===== src/rtl/rate_pkg.sv =====
// Shared defaults and elaboration helpers for the rate generator and its channels.
package rate_pkg;

    localparam int unsigned DIV_W_DEF   = 9;
    localparam int unsigned CLK_HZ_DEF  = 50_000_000;
    localparam int unsigned BASE_HZ_DEF = 128;
    localparam int unsigned MAX_PACK    = 1024;

    function automatic int unsigned calc_pre(input int unsigned clk_hz, input int unsigned base_hz);
        return clk_hz / base_hz;
    endfunction

    function automatic int unsigned pre_width(input int unsigned pre);
        return $clog2(pre);
    endfunction

    // Divisor widths are expected to stay well below 32 bits.
    function automatic int unsigned unpack_div(input logic [MAX_PACK-1:0] divs,
                                               input int unsigned         idx,
                                               input int unsigned         w);
        logic [MAX_PACK-1:0] sh;
        sh = divs >> (idx * w);
        return sh[31:0] & ((32'd1 << w) - 32'd1);
    endfunction

endpackage


===== src/rtl/rate_channel.sv =====
// One divider channel: counts base ticks modulo div and emits an aligned strobe plus square wave.
module rate_channel
    import rate_pkg::*;
#(
    parameter int unsigned DIV_W = DIV_W_DEF
) (
    input  logic             clk,
    input  logic             rst_n,
    input  logic             clr,
    input  logic             adv,
    input  logic             final_wrap,
    input  logic [DIV_W-1:0] div,
    output logic             tick,
    output logic             wave,
    output logic             wrap
);

    logic [DIV_W-1:0] cnt;
    logic [DIV_W-1:0] cnt_next;
    logic [DIV_W-1:0] half;
    logic             enable;
    logic             at_end;

    always_comb begin
        enable   = (div >= DIV_W'(2));
        half     = div >> 1;
        at_end   = (cnt == div - DIV_W'(1));
        cnt_next = at_end ? '0 : cnt + DIV_W'(1);
        wrap     = adv && enable && at_end;
    end

    always_ff @(posedge clk or negedge rst_n) begin
        if (!rst_n) begin
            cnt  <= '0;
            tick <= 1'b0;
            wave <= 1'b0;
        end else if (clr || !enable) begin
            cnt  <= '0;
            tick <= 1'b0;
            wave <= 1'b0;
        end else begin
            tick <= wrap;
            if (adv) begin
                cnt  <= cnt_next;
                // A wrap that hands over to a disabling divisor leaves the wave low.
                wave <= (at_end && final_wrap) ? 1'b0 : (cnt_next < half);
            end
        end
    end

endmodule


===== src/rtl/rate_generator.sv =====
// Base prescaler plus NUM_CH fixed divider channels and one runtime-programmable channel.
module rate_generator
    import rate_pkg::*;
#(
    parameter int unsigned             CLK_HZ  = CLK_HZ_DEF,
    parameter int unsigned             BASE_HZ = BASE_HZ_DEF,
    parameter int unsigned             NUM_CH  = 5,
    parameter int unsigned             DIV_W   = DIV_W_DEF,
    parameter logic [NUM_CH*DIV_W-1:0] CH_DIV  = {9'd256, 9'd128, 9'd32, 9'd16, 9'd2}
) (
    input  logic              frequency_50Mhz,
    input  logic              reset_n,
    input  logic              run,
    input  logic              sync_clr,
    input  logic [DIV_W-1:0]  prog_div,
    input  logic              prog_load,
    output logic              base_tick,
    output logic [NUM_CH-1:0] tick_o,
    output logic [NUM_CH-1:0] wave_o,
    output logic              prog_tick,
    output logic              prog_wave
);

    localparam int unsigned PRE   = calc_pre(CLK_HZ, BASE_HZ);
    localparam int unsigned PRE_W = pre_width(PRE);

    if (((CLK_HZ % BASE_HZ) != 0) || (PRE < 2)) begin : g_bad_rate
        $fatal(1, "rate_generator: CLK_HZ must be a multiple of BASE_HZ giving a prescale of at least 2");
    end

    logic [PRE_W-1:0]  pre;
    logic              tc;
    logic [DIV_W-1:0]  shadow;
    logic [DIV_W-1:0]  active;
    logic [DIV_W-1:0]  shadow_eff;
    logic              prog_off;
    logic              prog_wrap;
    logic [NUM_CH-1:0] unused_wraps;

    assign tc = run && !sync_clr && (pre == PRE_W'(PRE - 1));

    always_ff @(posedge frequency_50Mhz or negedge reset_n) begin
        if (!reset_n) begin
            pre       <= '0;
            base_tick <= 1'b0;
        end else if (sync_clr) begin
            pre       <= '0;
            base_tick <= 1'b0;
        end else begin
            base_tick <= tc;
            if (run) begin
                pre <= tc ? '0 : pre + PRE_W'(1);
            end
        end
    end

    for (genvar i = 0; i < NUM_CH; i++) begin : g_ch
        localparam int unsigned DIV_I = unpack_div(MAX_PACK'(CH_DIV), i, DIV_W);

        if (DIV_I < 2) begin : g_bad_div
            $fatal(1, "rate_generator: every CH_DIV entry must be at least 2");
        end

        rate_channel #(.DIV_W(DIV_W)) u_ch (
            .clk        (frequency_50Mhz),
            .rst_n      (reset_n),
            .clr        (sync_clr),
            .adv        (tc),
            .final_wrap (1'b0),
            .div        (DIV_W'(DIV_I)),
            .tick       (tick_o[i]),
            .wave       (wave_o[i]),
            .wrap       (unused_wraps[i])
        );
    end

    // A load in the same cycle as a transfer is taken directly, so it is never lost.
    assign shadow_eff = prog_load ? prog_div : shadow;
    assign prog_off   = (active < DIV_W'(2));

    always_ff @(posedge frequency_50Mhz or negedge reset_n) begin
        if (!reset_n) begin
            shadow <= '0;
            active <= '0;
        end else begin
            if (prog_load) begin
                shadow <= prog_div;
            end
            if (sync_clr || prog_wrap || (prog_off && run)) begin
                active <= shadow_eff;
            end
        end
    end

    rate_channel #(.DIV_W(DIV_W)) u_prog (
        .clk        (frequency_50Mhz),
        .rst_n      (reset_n),
        .clr        (sync_clr),
        .adv        (tc),
        .final_wrap (shadow_eff < DIV_W'(2)),
        .div        (active),
        .tick       (prog_tick),
        .wave       (prog_wave),
        .wrap       (prog_wrap)
    );

endmodule

===== config.mk =====
export PLATFORM = sky130hd
export DESIGN_NAME = rate_generator
export DESIGN_NICKNAME = d
export VERILOG_FILES = /design/src/rtl/rate_pkg.sv /design/src/rtl/rate_channel.sv /design/src/rtl/rate_generator.sv
export SDC_FILE = /design/constraint.sdc
export NUM_CORES = 1
export LEC_CHECK = 0
export ABC_AREA = 1
export BUFFER_PORTS_ARGS = -buffer_cell sky130_fd_sc_hd__buf_2
export CORE_UTILIZATION = 53
export DETAILED_ROUTE_END_ITERATION = 6
export GPL_ROUTABILITY_DRIVEN = 1
export PLACE_DENSITY = 0.82
export SKIP_LAST_GASP = 1
export SLEW_MARGIN = 20
export SYNTH_ARGS = -nofsm -noshare
export SYNTH_HDL_FRONTEND = slang
export SYNTH_HIERARCHICAL = 1
export SYNTH_SLANG_ARGS = --single-unit

===== constraint.sdc =====
create_clock -name frequency_50Mhz -period 4.4 [get_ports frequency_50Mhz]
set_input_delay 0.22 -clock frequency_50Mhz [delete_from_list [all_inputs] [get_ports frequency_50Mhz]]
set_output_delay 0.22 -clock frequency_50Mhz [all_outputs]
set_load 0.05 [all_outputs]

==> results of run 1 <==
==> routing by layer <==
metal,vias to the layer above,track usage
met3,20,0.0354
met2,148,0.420
met1,3868,0.296
met4,2,0.0726
met5,-,0
li1,4524,-
==> area by class of cell <==
cell class | instances | area (µm²)
clock buffer | 11 | 243
clock inverter | 4 | 52.6
fill | 1559 | 6350
inverter | 286 | 1070
multi-input combinational | 1132 | 5960
sequential | 104 | 2600
tap | 220 | 275
timing repair buffer | 27 | 140
==> state kept, by name, indices dropped and copies added (netlist names) <==
| register | flops |
|---|---|
| pre | 19 |
| g_ch.u_ch/cnt | 45 |
| active | 9 |
| base_tick | 1 |
| g_ch.u_ch/wave | 5 |
| u_prog/wave | 1 |
| u_prog/tick | 1 |
| shadow | 9 |
| u_prog/cnt | 9 |
| g_ch.u_ch/tick | 5 |
==> where the power goes <==
part / switching, mW / internal [mW]
clock: 0.361 / 0.456
combinational: 0.228 / 0.113
sequential: 0.0218 / 0.975
==> placed cells by master, fill, tap and decap left out, types with 3 or more instances in the layout <==
cell type / count
nand2_1: 353
inv_1: 279
conb_1: 160
nor2_1: 115
dfrtp_1: 104
nand3_1: 96
ha_1: 62
o21ai_0: 57
o22ai_1: 48
nor2_2: 43
nor3_1: 40
nand2_2: 29
buf_2: 25
xor2_1: 18
a21oi_1: 18
xnor2_1: 18
nand3_2: 13
or2_2: 12
nand4_1: 11
clkbuf_16: 9
inv_2: 7
nor3b_1: 6
a211oi_1: 6
xnor3_1: 4
o211a_1: 4
nor2_4: 3
mux2_2: 3
==> critical path: stages (launching register included) <==
cell	delay, ns
dfrtp_1	0.40
inv_1	0.19
ha_1	0.24
nand2_1	0.09
nand3_1	0.10
nand2_1	0.07
nor2_2	0.07
nand2_1	0.06
nor2_2	0.12
nand3_2	0.24
nand3_1	0.19
inv_1	0.07
ha_1	0.30
a21oi_1	0.14
nor3_1	0.06
a211oi_1	0.17
nand2_1	0.08
nand2_1	0.06
nand2_1	0.04
nand2_1	0.06
nand2_1	0.05
nand2_1	0.05
==> metrics by stage <==
stage / area [µm²] / hold WS, ns / utilization / cells
after floorplan: 9750 / -0.0756 / - / 1532
after global placement: 10100 / 0.425 / 0.602 / 1769
after detailed placement: 10100 / 0.432 / 0.602 / 1769
after CTS: 10400 / 0.0500 / 0.620 / 1784
after global routing: 10400 / 0.0938 / 0.620 / 1784
final: 10400 / -0.0147 / 0.620 / 1784
==> path summary, 6_finish.rpt <==
kind	end	slack (ns)	cells past startpoint
max in group asynchronous	g_ch[0].u_ch/tick	3.40	2
hold / removal	g_ch[1].u_ch/cnt[0]	-0.01	1
hold reg to reg	u_prog/wave	0.48	2
setup reg to reg	u_prog/wave	1.49	21
min in group frequency_50Mhz	shadow[0]	0.15	2
setup / recovery	u_prog/wave	1.49	21
==> impl_summary.txt, run 1 <==
----------------------------------------------------
[Outcome]
  Result of the run ... finished with violations
  Violated checks ... negative hold slack

[Global routing]
  Initial antenna violation count ... 1
  Global Route Usage Sum ... 0.237
  Wire length of the first global-routing pass ... 34700 µm
  Overflow left after global routing ... 0
  Number of global-route vias before repair ... 8052
  Pin count of the biggest net entering global routing ... between 70 and 80

[Floorplan]
  Area of the die ... 17800 µm²
  Initial cell density of the core ... 0.548
  Count of standard-cell rows ... 47
  Number of top-level design ports ... 27
  Die Wd ... about 130 µm
  Placeable core region ... 16700 µm²
  Die Height ... ~130 µm

[Clock tree]
  Number of buffers added for setup after CTS ... 0
  Deepest level of the CTS H-tree ... 3
  Num Clock Sinks ... 104
  Hold-fix buffer count after cts ... 0
  Clock tree from TritonCTS ... yes
  Source-to-sink clock delay at the later pin of the worst-skew pair ... 0.35 ns
  Clock edge transition at the registers on the reported setup and hold paths ... 0.07 ns
  Resize count post-CTS ... 0
  Cell at the root of the clock tree ... clkbuf_16
  Num CTS Buffers ... 9
  Maximum clock path buffer count ... 2

[Cells and area]
  Antenna diode instance count ... 0
  Proportion of layout cells with a drive suffix above 1 ... 0.100
  Final net count ... 1636
  Syn-to-layout area delta ... 13.1%

[STA]
  Post-layout worst setup margin ... 1.49 ns
  Fmax ... approximately 340 MHz
  Layout Skew ... 0.00761 ns
  Setup_tns ... 0 ns
  Final number of hold-violating endpoints ... 1
  Pins over their slew limit ... 0
  Final worst path period need ... 2.91 ns
  Slew of the pin with the lowest slew margin ... 0.970 ns
  Setup Viol. Count Final ... 0
  Worst Hold Margin ... -0.0147 ns
  Post-route fraction of the period consumed by the critical path ... 0.661
  Remaining max-slew budget at the tightest pin ... 0.354
  Unrepaired setup endpoints after global routing ... false

[Drt]
  M1 wire length ... 8890 µm
  Post-route DRC ... 0
  Average vias per placed instance ... 4.80
  Wirelength, routed ... roughly 20000 µm
  Avg WL per Cell ... 11.0 µm
  Highest Signal Layer ... met5
  Routed Antenna Nets ... 0
  Iteration-0 DRC count of the detailed router ... between 400 and 500
  Overall via count from detail_route ... 8562
  Met3 wire length ... 747 µm
  Wire length on met2 ... slightly below 10000 µm
  Number of detailed-routing iterations run before antenna repair ... 6

[Worst hold path]
  Worst hold path class ... input pin to asynchronous set/reset pin

[Worst setup path]
  Type of the worst setup path ... flip-flop to flip-flop
  Signal arrival time at the worst endpoint ... 3.20 ns
  Type of destination of the critical path ... flip-flop
  Largest fanout on the critical path ... 12
  Startpoint of the worst-slack reg-to-reg timing path ... active[0]
  Data required time of the critical path ... 4.69 ns
  Critical Path Start Type ... flip-flop
  Launching element of the worst setup path ... active[0]

[Power and ir drop]
  Static Leak ... 5.82 nW
  Overall Power ... around 2.2 mW
  Power density relative to cell area ... 208 nW/µm²
  Worst supply voltage drop on vdd ... 201 µV

[Job]
  Max cap viols ... 0

[Logic synthesis]
  Cells after Synth ... 1374
  Warnings from Yosys ... 6
  Syn_area_per_cell ... 6.66 µm²
  Area of the mapped netlist ... between 9000 and 10000 µm²

[Placed design]
  Place WS ... 1.63 ns
  Port Buf Inserts ... 26
  Sum of net half-perimeters after detailed placement ... 15200 µm
  Global placer's final weighted congestion ... 0.889

----------------------------------------------------
Power figures use the tool's default switching activity.
==> inputs of run 2 (changes only) <==
clock period = 2.8 ns   (was 4.4 ns; I/O delays follow)
==> run 2 against run 1 <==
Net effect:
- the run now ends clean
- combinational power is 63% higher
- first-iteration DRC count is 23% higher
- global-route usage is 0.20 points higher
- critical path depth is 1 lower
- worst setup slack worse by 1.3 ns
- die area stayed put
- register-to-register slack worse by 1.3 ns
- sequential share of layout area is 0.31 points lower
- critical path type unchanged
==> impl_summary.txt, run 2 (synthesized netlist as in run 1, its figures left out) <==
----------------------------------------------------
[Outcome]
  Result of the run ... complete, no violations

[Worst setup path]
  Signal arrival time at the worst endpoint ... 2.87 ns (-0.33 ns)
  Data required time of the critical path ... 3.11 ns (-1.58 ns)
  Largest fanout on the critical path ... 7 (-5)
  Critical Path Start Type ... flip-flop
  Type of the worst setup path ... flip-flop to flip-flop
  Type of destination of the critical path ... flip-flop

[Power and ir drop]
  Power density relative to cell area ... 329 nW/µm² (+58%)
  Worst supply voltage drop on vdd ... 319 µV (+59%)
  Static Leak ... 5.88 nW (+0.99%)
  Overall Power ... 3.45 mW (+60%)

[Floorplan]
  Initial cell density of the core ... 0.548 (unchanged)
  Number of top-level design ports ... 27 (unchanged)
  Count of standard-cell rows ... 47 (unchanged)
  Placeable core region ... 16700 µm² (unchanged)
  Area of the die ... 17800 µm² (unchanged)
  Die Wd ... 133 µm (unchanged)
  Die Height ... 133 µm (unchanged)

[Placed design]
  Placed Area ... 10100 µm² (+0.65%)
  Global placer's final weighted congestion ... 0.883 (-0.76%)
  Place WS ... 0.199 ns (-1.43 ns)
  Sum of net half-perimeters after detailed placement ... 15500 µm (+2.2%)
  Port Buf Inserts ... 26 (unchanged)

[STA]
  Final worst path period need ... 2.56 ns (-0.346 ns)
  Pins over their slew limit ... 0 (unchanged)
  Remaining max-slew budget at the tightest pin ... 0.530 (+0.176)
  Setup_tns ... 0 ns (unchanged)
  Slew of the pin with the lowest slew margin ... 0.705 ns (-0.265 ns)
  Final number of hold-violating endpoints ... 0 (-1)
  Post-route fraction of the period consumed by the critical path ... 0.915 (+0.254)
  Post-layout worst setup margin ... 0.239 ns (-1.25 ns)
  Setup Viol. Count Final ... 0 (unchanged)
  Fmax ... 390 MHz (+14%)
  Unrepaired setup endpoints after global routing ... true
  Layout Skew ... 0.0113 ns (+0.00367 ns)

[Global routing]
  Global Route Usage Sum ... 0.239 (+0.00197)
  Number of global-route vias before repair ... 8093 (+0.51%)
  Wire length of the first global-routing pass ... 35100 µm (+1.2%)
  Pin count of the biggest net entering global routing ... 54 (-27%)
  Overflow left after global routing ... 0 (unchanged)
  Initial antenna violation count ... 0 (-1)

[Drt]
  Overall via count from detail_route ... 8697 (+1.6%)
  Routed Antenna Nets ... 0 (unchanged)
  Iteration-0 DRC count of the detailed router ... 577 (+23%)
  Number of detailed-routing iterations run before antenna repair ... 5 (-1)
  Wirelength, routed ... 20300 µm (+2.9%)
  Avg WL per Cell ... 11.3 µm (+2.2%)
  Average vias per placed instance ... 4.84 (+0.90%)
  Post-route DRC ... 0 (unchanged)

[Clock tree]
  Maximum clock path buffer count ... 2 (unchanged)
  Source-to-sink clock delay at the later pin of the worst-skew pair ... 0.37 ns (+0.02 ns)
  Cell at the root of the clock tree ... clkbuf_16
  Clock edge transition at the registers on the reported setup and hold paths ... 0.08 ns (about the same)
  Num Clock Sinks ... 104 (unchanged)
  Clock tree from TritonCTS ... yes
  Deepest level of the CTS H-tree ... 3 (unchanged)
  Num CTS Buffers ... 9 (unchanged)

[Cells and area]
  Summed area of non-filler cells in the final layout ... 10500 µm² (+1.3%)
  Final net count ... 1647 (+0.67%)
  Registers with the most flip-flops ... g_ch.u_ch/cnt x45, pre x19
  Most frequent cells in the layout ... nand2_1, inv_1, conb_1
  Most common library cell in the layout ignoring fill and taps ... nand2_1
  Fill cell count ... 1518 (-2.6%)
  Max reg flops ... 45 (unchanged)
  Syn-to-layout area delta ... 14.5%
  Register name with the most flops ... g_ch.u_ch/cnt
  Antenna diode instance count ... 0 (unchanged)
  Proportion of layout cells with a drive suffix above 1 ... 0.110 (+0.00939)

[Job]
  Max cap viols ... 0 (unchanged)

[Worst hold path]
  Worst hold path class ... input pin to flip-flop

----------------------------------------------------
## run 2: path summary, 6_finish.rpt
| kind | startpoint | endpoint | slack, ns | depth (start not counted) |
|---|---|---|---|---|
| max in group asynchronous | reset_n | pre[11] | 1.71 | 3 |
| min in group asynchronous | reset_n | g_ch[1].u_ch/cnt[8] | 0.36 | 2 |
| setup reg to reg | active[2] | u_prog/wave | 0.24 | 20 |
| hold / removal | prog_div[0] | shadow[0] | 0.05 | 2 |
| setup / recovery | active[2] | u_prog/wave | 0.24 | 20 |
| hold reg to reg | g_ch[2].u_ch/wave | g_ch[2].u_ch/wave | 0.49 | 2 |
## run 2: metal layers
layer	wire length [µm]	GRT usage
met5	0	0
met4	332	0.0726
met3	764	0.0259
met2	9820	0.425
met1	9340	0.303
## run 2: where the power goes
group,internal [mW],switching [mW]
Sequential,1.53,0.0351
Combinational,0.192,0.366
Clock,0.641,0.682
## run 2: what timing repair did
item | in CTS | in global routing
buffers inserted | 0 | 3
setup endpoints to repair | 0 | 2
gates resized for setup | 0 | 6
hold buffers | 1 | 0
hold endpoints to repair | 51 | 0
## run 2: area by class of cell
| type | count | area, µm² | area share |
|---|---|---|---|
| repair buffers | 38 | 238 | 0.0227 |
| clock inverters | 7 | 81.3 | 0.00776 |
| flip-flops and latches | 104 | 2600 | 0.248 |
| multi-input cells | 1132 | 5990 | 0.571 |
| inverters | 286 | 1070 | 0.102 |
| clock buffers | 9 | 225 | 0.0215 |
| well taps | 220 | 275 | 0.0263 |
## run 2: through the flow
stage	instances	hold slack (ns)	util
after floorplan	1532	-0.156	-
after global placement	1776	0.232	0.606
after detailed placement	1776	0.232	0.606
after CTS	1793	0.0472	0.625
after global routing	1796	0.0497	0.628
final	1796	0.0490	0.628
## run 2: worst max-delay path, stage by stage, from the launching register on
cell	delay, ns
dfrtp_1	0.47
nor2_2	0.23
nand2_2	0.11
nand2_1	0.10
nand2_1	0.06
nand2_1	0.06
nand2_1	0.07
nor2_2	0.15
nand3_4	0.13
nand3_2	0.10
inv_1	0.05
ha_1	0.30
a21oi_1	0.14
nor3_1	0.06
a211oi_1	0.16
nand2_1	0.08
nand2_1	0.06
nand2_1	0.04
nand2_1	0.05
nand2_1	0.05
nand2_1	0.05
